--- src/rtl/arc4_pkg.sv ---
// ARC4 shared definitions: byte width, memory depth and the PRGA state encoding.
// Used by both the encrypt and decrypt blocks.
package arc4_pkg;

  localparam int BYTE_W    = 8;
  localparam int MEM_DEPTH = 256;
  localparam int ADDR_W    = $clog2(MEM_DEPTH);

  typedef logic [BYTE_W-1:0] byte_t;
  typedef logic [ADDR_W-1:0] addr_t;

  typedef enum logic [3:0] {
    IDLE,
    LEN_RD,
    LEN_WR,
    SI_RD,
    J_UPD,
    SJ_RD,
    SWAP_I,
    SWAP_J,
    PAD_RD,
    CT_WR
  } state_t;

endpackage

--- src/rtl/arc4_encrypt.sv ---
// ARC4 PRGA encryptor: ct[0]=L, ct[k]=pt[k]^keystream[k], S permuted in place.
// Ports: clk, rst (sync, high), en/rdy start handshake, S/pt/ct memory buses
//   (all reads have one cycle of latency, writes take effect at the edge).
module arc4_encrypt
  import arc4_pkg::*;
(
  input  logic  clk,
  input  logic  rst,
  input  logic  en,
  output logic  rdy,
  output addr_t s_addr,
  input  byte_t s_rddata,
  output byte_t s_wrdata,
  output logic  s_wren,
  output addr_t pt_addr,
  input  byte_t pt_rddata,
  output addr_t ct_addr,
  output byte_t ct_wrdata,
  output logic  ct_wren
);

  state_t state;
  state_t state_nxt;

  byte_t i;
  byte_t j;
  byte_t k;
  byte_t len;
  byte_t si;
  byte_t sj;
  byte_t ptb;

  always_ff @(posedge clk) begin
    if (rst) state <= IDLE;
    else     state <= state_nxt;
  end

  always_comb begin
    state_nxt = state;
    case (state)
      IDLE:    if (en) state_nxt = LEN_RD;
      LEN_RD:  state_nxt = LEN_WR;
      LEN_WR:  state_nxt = (pt_rddata == '0) ? IDLE : SI_RD;
      SI_RD:   state_nxt = J_UPD;
      J_UPD:   state_nxt = SJ_RD;
      SJ_RD:   state_nxt = SWAP_I;
      SWAP_I:  state_nxt = SWAP_J;
      SWAP_J:  state_nxt = PAD_RD;
      PAD_RD:  state_nxt = CT_WR;
      CT_WR:   state_nxt = (k == len) ? IDLE : SI_RD;
      default: state_nxt = IDLE;
    endcase
  end

  always_comb begin
    rdy       = 1'b0;
    s_addr    = '0;
    s_wrdata  = '0;
    s_wren    = 1'b0;
    pt_addr   = '0;
    ct_addr   = '0;
    ct_wrdata = '0;
    ct_wren   = 1'b0;
    case (state)
      IDLE: rdy = 1'b1;
      LEN_RD: pt_addr = '0;
      LEN_WR: begin
        ct_addr   = '0;
        ct_wrdata = pt_rddata;
        ct_wren   = 1'b1;
      end
      SI_RD: s_addr = i;
      SJ_RD: s_addr = j;
      // When i==j both writes hit the same cell with si, so S[i] is unchanged.
      SWAP_I: begin
        s_addr   = i;
        s_wrdata = s_rddata;
        s_wren   = 1'b1;
      end
      SWAP_J: begin
        s_addr   = j;
        s_wrdata = si;
        s_wren   = 1'b1;
        pt_addr  = k;
      end
      PAD_RD: s_addr = si + sj;
      CT_WR: begin
        ct_addr   = k;
        ct_wrdata = ptb ^ s_rddata;
        ct_wren   = 1'b1;
      end
      default: ;
    endcase
  end

  always_ff @(posedge clk) begin
    if (rst) begin
      i   <= '0;
      j   <= '0;
      k   <= '0;
      len <= '0;
      si  <= '0;
      sj  <= '0;
      ptb <= '0;
    end else begin
      case (state)
        IDLE: begin
          if (en) begin
            i <= '0;
            j <= '0;
            k <= '0;
          end
        end
        LEN_WR: begin
          len <= pt_rddata;
          if (pt_rddata != '0) begin
            i <= 8'd1;
            k <= 8'd1;
          end
        end
        J_UPD: begin
          si <= s_rddata;
          j  <= j + s_rddata;
        end
        SWAP_I: sj  <= s_rddata;
        PAD_RD: ptb <= pt_rddata;
        // k stops at len (<=255) so neither k nor i can wrap.
        CT_WR: begin
          if (k != len) begin
            i <= i + 8'd1;
            k <= k + 8'd1;
          end
        end
        default: ;
      endcase
    end
  end

endmodule

--- config.mk ---
export PLATFORM = sky130hd
export DESIGN_NAME = arc4_encrypt
export DESIGN_NICKNAME = d
export VERILOG_FILES = /design/src/rtl/arc4_pkg.sv /design/src/rtl/arc4_encrypt.sv
export SDC_FILE = /design/constraint.sdc
export NUM_CORES = 1
export LEC_CHECK = 0
export BUFFER_PORTS_ARGS = -buffer_cell sky130_fd_sc_hd__buf_2
export CAP_MARGIN = 20
export CORE_ASPECT_RATIO = 0.7
export CORE_MARGIN = 5
export CORE_UTILIZATION = 47
export CTS_CLUSTER_SIZE = 16
export DETAILED_ROUTE_END_ITERATION = 10
export GPL_ROUTABILITY_DRIVEN = 0
export PLACE_DENSITY_LB_ADDON = 0.12
export SETUP_SLACK_MARGIN = 0.15
export SLEW_MARGIN = 20
export SYNTH_ARGS = -nofsm -noshare
export SYNTH_HDL_FRONTEND = slang
export SYNTH_SLANG_ARGS = --single-unit
--- constraint.sdc ---
create_clock -name clk -period 5.2 [get_ports clk]
set_input_delay 0.26 -clock clk [delete_from_list [all_inputs] [get_ports clk]]
set_output_delay 0.26 -clock clk [all_outputs]
set_load 0.01 [all_outputs]
==> impl_metrics.toml <==
[status]
status = "finished, final reports clean"

[timing]
slew_viol_final = 0
slew_headroom = 0.3317
fin_hold_ws_ns = 0.1746
min_period_over_period = 0.5521
timing.final.hold_violations = 0
fin_worst_skew_ns = 0.009277
fmax_mhz = 348.3
setup-violations-final = 0
rsz0062_at_grt = "no"
period_minus_slack_ns = 2.871
max_slew.worst_pin.slew_ns = 0.9970
setup_tns_ns = 0

[clock_network]
clock_insertion_delay_worst_skew_ns = 0.35
cts_repair_resize_count = 0
ctsHtreeMaxLevel = 3
postCtsSetupBuffers = 0
sink_count = 60
cts-root-to-sink-buffers = 2
cts-root-buf = "sky130_fd_sc_hd__clkbuf_8"
cts_inserted_buffers = 9
path_clk_slew_ns = 0.07
cts_tree = "done"
cts-hold-fix-buffers = 0

[global_routing]
groute.usage.overall = 0.2173
antenna_violations_before_repair = 0
grt_use_met2 = 0.3061
use_met1 = 0.3251
via_count_of_the_first_global_routing_pass = 3155
maximum_number_of_pins_on_one_net_before_global_route_repair = 48
grt_first_pass_wirelength_um = 16350
globalRoute.totalOverflow = 0
grtUsageMet3 = 0.05887
top_usage_layer = "met1"

[pwr]
pwr-share-seq = 0.445
comb_power_share = 0.139
power.static_leakage_nw = 1.628
net-switching-power_uw = 300.0
power_density_mw_per_mm2 = 265.8
internal_power_uw = 790.0
ir_worst_vdd_v = 0.0001725
share_clk_of_total_power = 0.416
p_sw_frac = 0.2752

[detailed_routing]
drt_pre_antenna_iters = 5
total_vias_in_the_final_route = 3311
drcViolationCount = 0
postRouteAntennaNets = 0
drt_first_iter_violations = 210
avgViaCountPerCell = 5.482
wl_per_cell_um = 16.37
drt_wl_total_um = 9890

[finish]
area_growth_pct = 14.50
layout-drive-gt1-share = 0.1838
fin_area_mm2 = 0.004101
postLayoutCoreUtil = 0.5579
mostFrequentLayoutCell = "sky130_fd_sc_hd__nand2_1"
most-common-layout-cells = "80 x sky130_fd_sc_hd__nand2_1, 61 x sky130_fd_sc_hd__buf_2, 60 x sky130_fd_sc_hd__dfxtp_1"
finish.net_count = 539
antennaDiodeCount = 0
stdcell_count = 604

[floorplanning]
die_width_um = 114.3
std_cell_rows = 26
design.die.area_mm2 = 0.009495
initial_core_util = 0.4872
io_pins = 62
die_height_um = 83.04
core_area_mm2 = 0.007352

[yosys]
share_of_synthesized_area_occupied_by_flip_flops_and_latches = 0.3353
synth_nets = 493
ys_seq_elements = 60
yosysWarnings = 0
synth.cell_area_mm2 = 0.003582
netlist_instances = 456
asyncSetResetFlopFracSynth = 0
synth_enable_flop_cells = 0
synth_ff_type = "sky130_fd_sc_hd__dfxtp_1"
syn-mean-instance-area_um2 = 7.856
synth.lib_cells_used.distinct = 57

[setup_path]
cp.required_ns = 4.94
worst_r2r_path_depth = 6
reg2reg_setup_slack_ns = 2.50
worst_setup_path_start_kind = "flop"
reg2reg_from = "state[3]$_SDFFE_PP0N_"
setup.worst_path.end = "s_addr[6]"
critical_path.startpoint = "si[0]$_SDFFE_PP0P_"
worstSetupPathType = "reg -> out"
cp_data_arrival_time_ns = 2.61
timing.rr.end = "k[7]$_SDFFE_PP0P_"
critPathCaptureType = "output port"
crit_path_max_fanout = 3

[placed_design]
area_after_dpl_mm2 = 0.003896
dp_cells = 589
numPortBuffers = 61
detailedPlacementHpwl_um = 7276

[worst_hold_path]
timing.hold.worst.class = "in -> reg"

[run]
cap_viol_max_count = 0
[through the flow]
step	power [mW]	setup slack [ns]
global route	1.140	2.154
finish	1.090	2.329
global placement	0.6427	2.606
CTS	1.099	2.362
detailed placement	0.6444	2.516
floorplan	0.6003	3.038
[critical path, stage by stage (launching register included)]
cell and delay (ns):
sky130_fd_sc_hd__dfxtp_1 0.36, sky130_fd_sc_hd__ha_1 0.19, sky130_fd_sc_hd__inv_1 0.05, sky130_fd_sc_hd__fa_1 0.37, sky130_fd_sc_hd__nor2b_1 0.16, sky130_fd_sc_hd__o21ai_0 0.13
sky130_fd_sc_hd__a21boi_0 0.26, sky130_fd_sc_hd__o21ai_0 0.12, sky130_fd_sc_hd__mux2_2 0.30, sky130_fd_sc_hd__o21ai_1 0.16, sky130_fd_sc_hd__buf_2 0.16
[registers in the layout, summed over array words and instances (netlist names)]
register and count:
i 8, j 8, k 8, len 8, ptb 8, si 8, sj 8, state 4
[synthesized netlist by cell type, drive strengths merged, types with 2 or more instances]
cell type	count	area (µm²)
dfxtp	60	1201
xnor2	32	280.3
or2	2	12.51
nand3	11	55.05
nor3	14	100.1
nor4	5	37.53
nand3b	2	15.01
mux2i	8	80.08
nand2b	3	18.77
o21ai	18	90.08
ha	16	200.2
nor2b	4	27.53
xor2	6	52.55
clkbuf	13	48.80
nor2	43	161.4
fa	2	40.04
inv	10	37.53
nand4	3	18.77
a21oi	45	229.0
o41ai	2	17.52
o32ai	2	17.52
nand2	81	306.6
and3	8	50.05
or3	2	12.51
a22oi	13	97.59
buf	14	72.57
o21bai	2	15.01
nor3b	4	45.05
and2	11	68.82
a31oi	2	12.51
[power groups by stage]
stage | combinational [mW] | sequential, mW | clock, mW
final | 0.151 | 0.485 | 0.454
after detailed placement | 0.149 | 0.495 | 0
after global placement | 0.148 | 0.495 | 0
after CTS | 0.150 | 0.485 | 0.464
after global routing | 0.168 | 0.486 | 0.485
after floorplan | 0.113 | 0.487 | 0
[area by class of cell]
type | count | area (µm²)
fill | 724 | 3251
multi-input combinational | 359 | 2222
sequential | 60 | 1201
timing repair buffer | 62 | 312.8
clock buffer | 10 | 127.6
tap | 98 | 122.6
clock inverter | 5 | 77.57
inverter | 10 | 37.54
[cells by family (layout without fill, tap and decap cells)]
logic type	Yosys count	after routing	synth area share
AO/OA/AOI/OAI	96	96	0.1614
buffers and inverters	37	87	0.04436
AND/OR/NAND/NOR	198	198	0.2735
flip-flops	60	60	0.3353
multiplexers	9	9	0.02550
adder cells (fa/ha/maj)	18	18	0.06706
XOR/XNOR	38	38	0.09291
[per-layer routing]
| metal | wire, µm | vias to the layer above |
|---|---|---|
| li1 | - | 1672 |
| met1 | 4976 | 1536 |
| met2 | 4128 | 96 |
| met3 | 701 | 7 |
| met4 | 84 | 0 |
| met5 | 0 | - |
[how the worst min path moves through the flow]
stage,startpoint,endpoint,slack [ns],cells after the start
floorplan,s_rddata[0],sj[0]$_SDFFE_PP0P_,0.40,2
global placement,sj[0]$_SDFFE_PP0P_,sj[0]$_SDFFE_PP0P_,0.45,2
detailed placement,sj[0]$_SDFFE_PP0P_,sj[0]$_SDFFE_PP0P_,0.46,2
CTS,pt_rddata[6],ptb[6]$_SDFFE_PP0N_,0.16,3
global route,pt_rddata[3],ptb[3]$_SDFFE_PP0N_,0.17,3
finish,pt_rddata[6],ptb[6]$_SDFFE_PP0N_,0.17,3
Note: power is estimated with default switching activity, not from simulation.
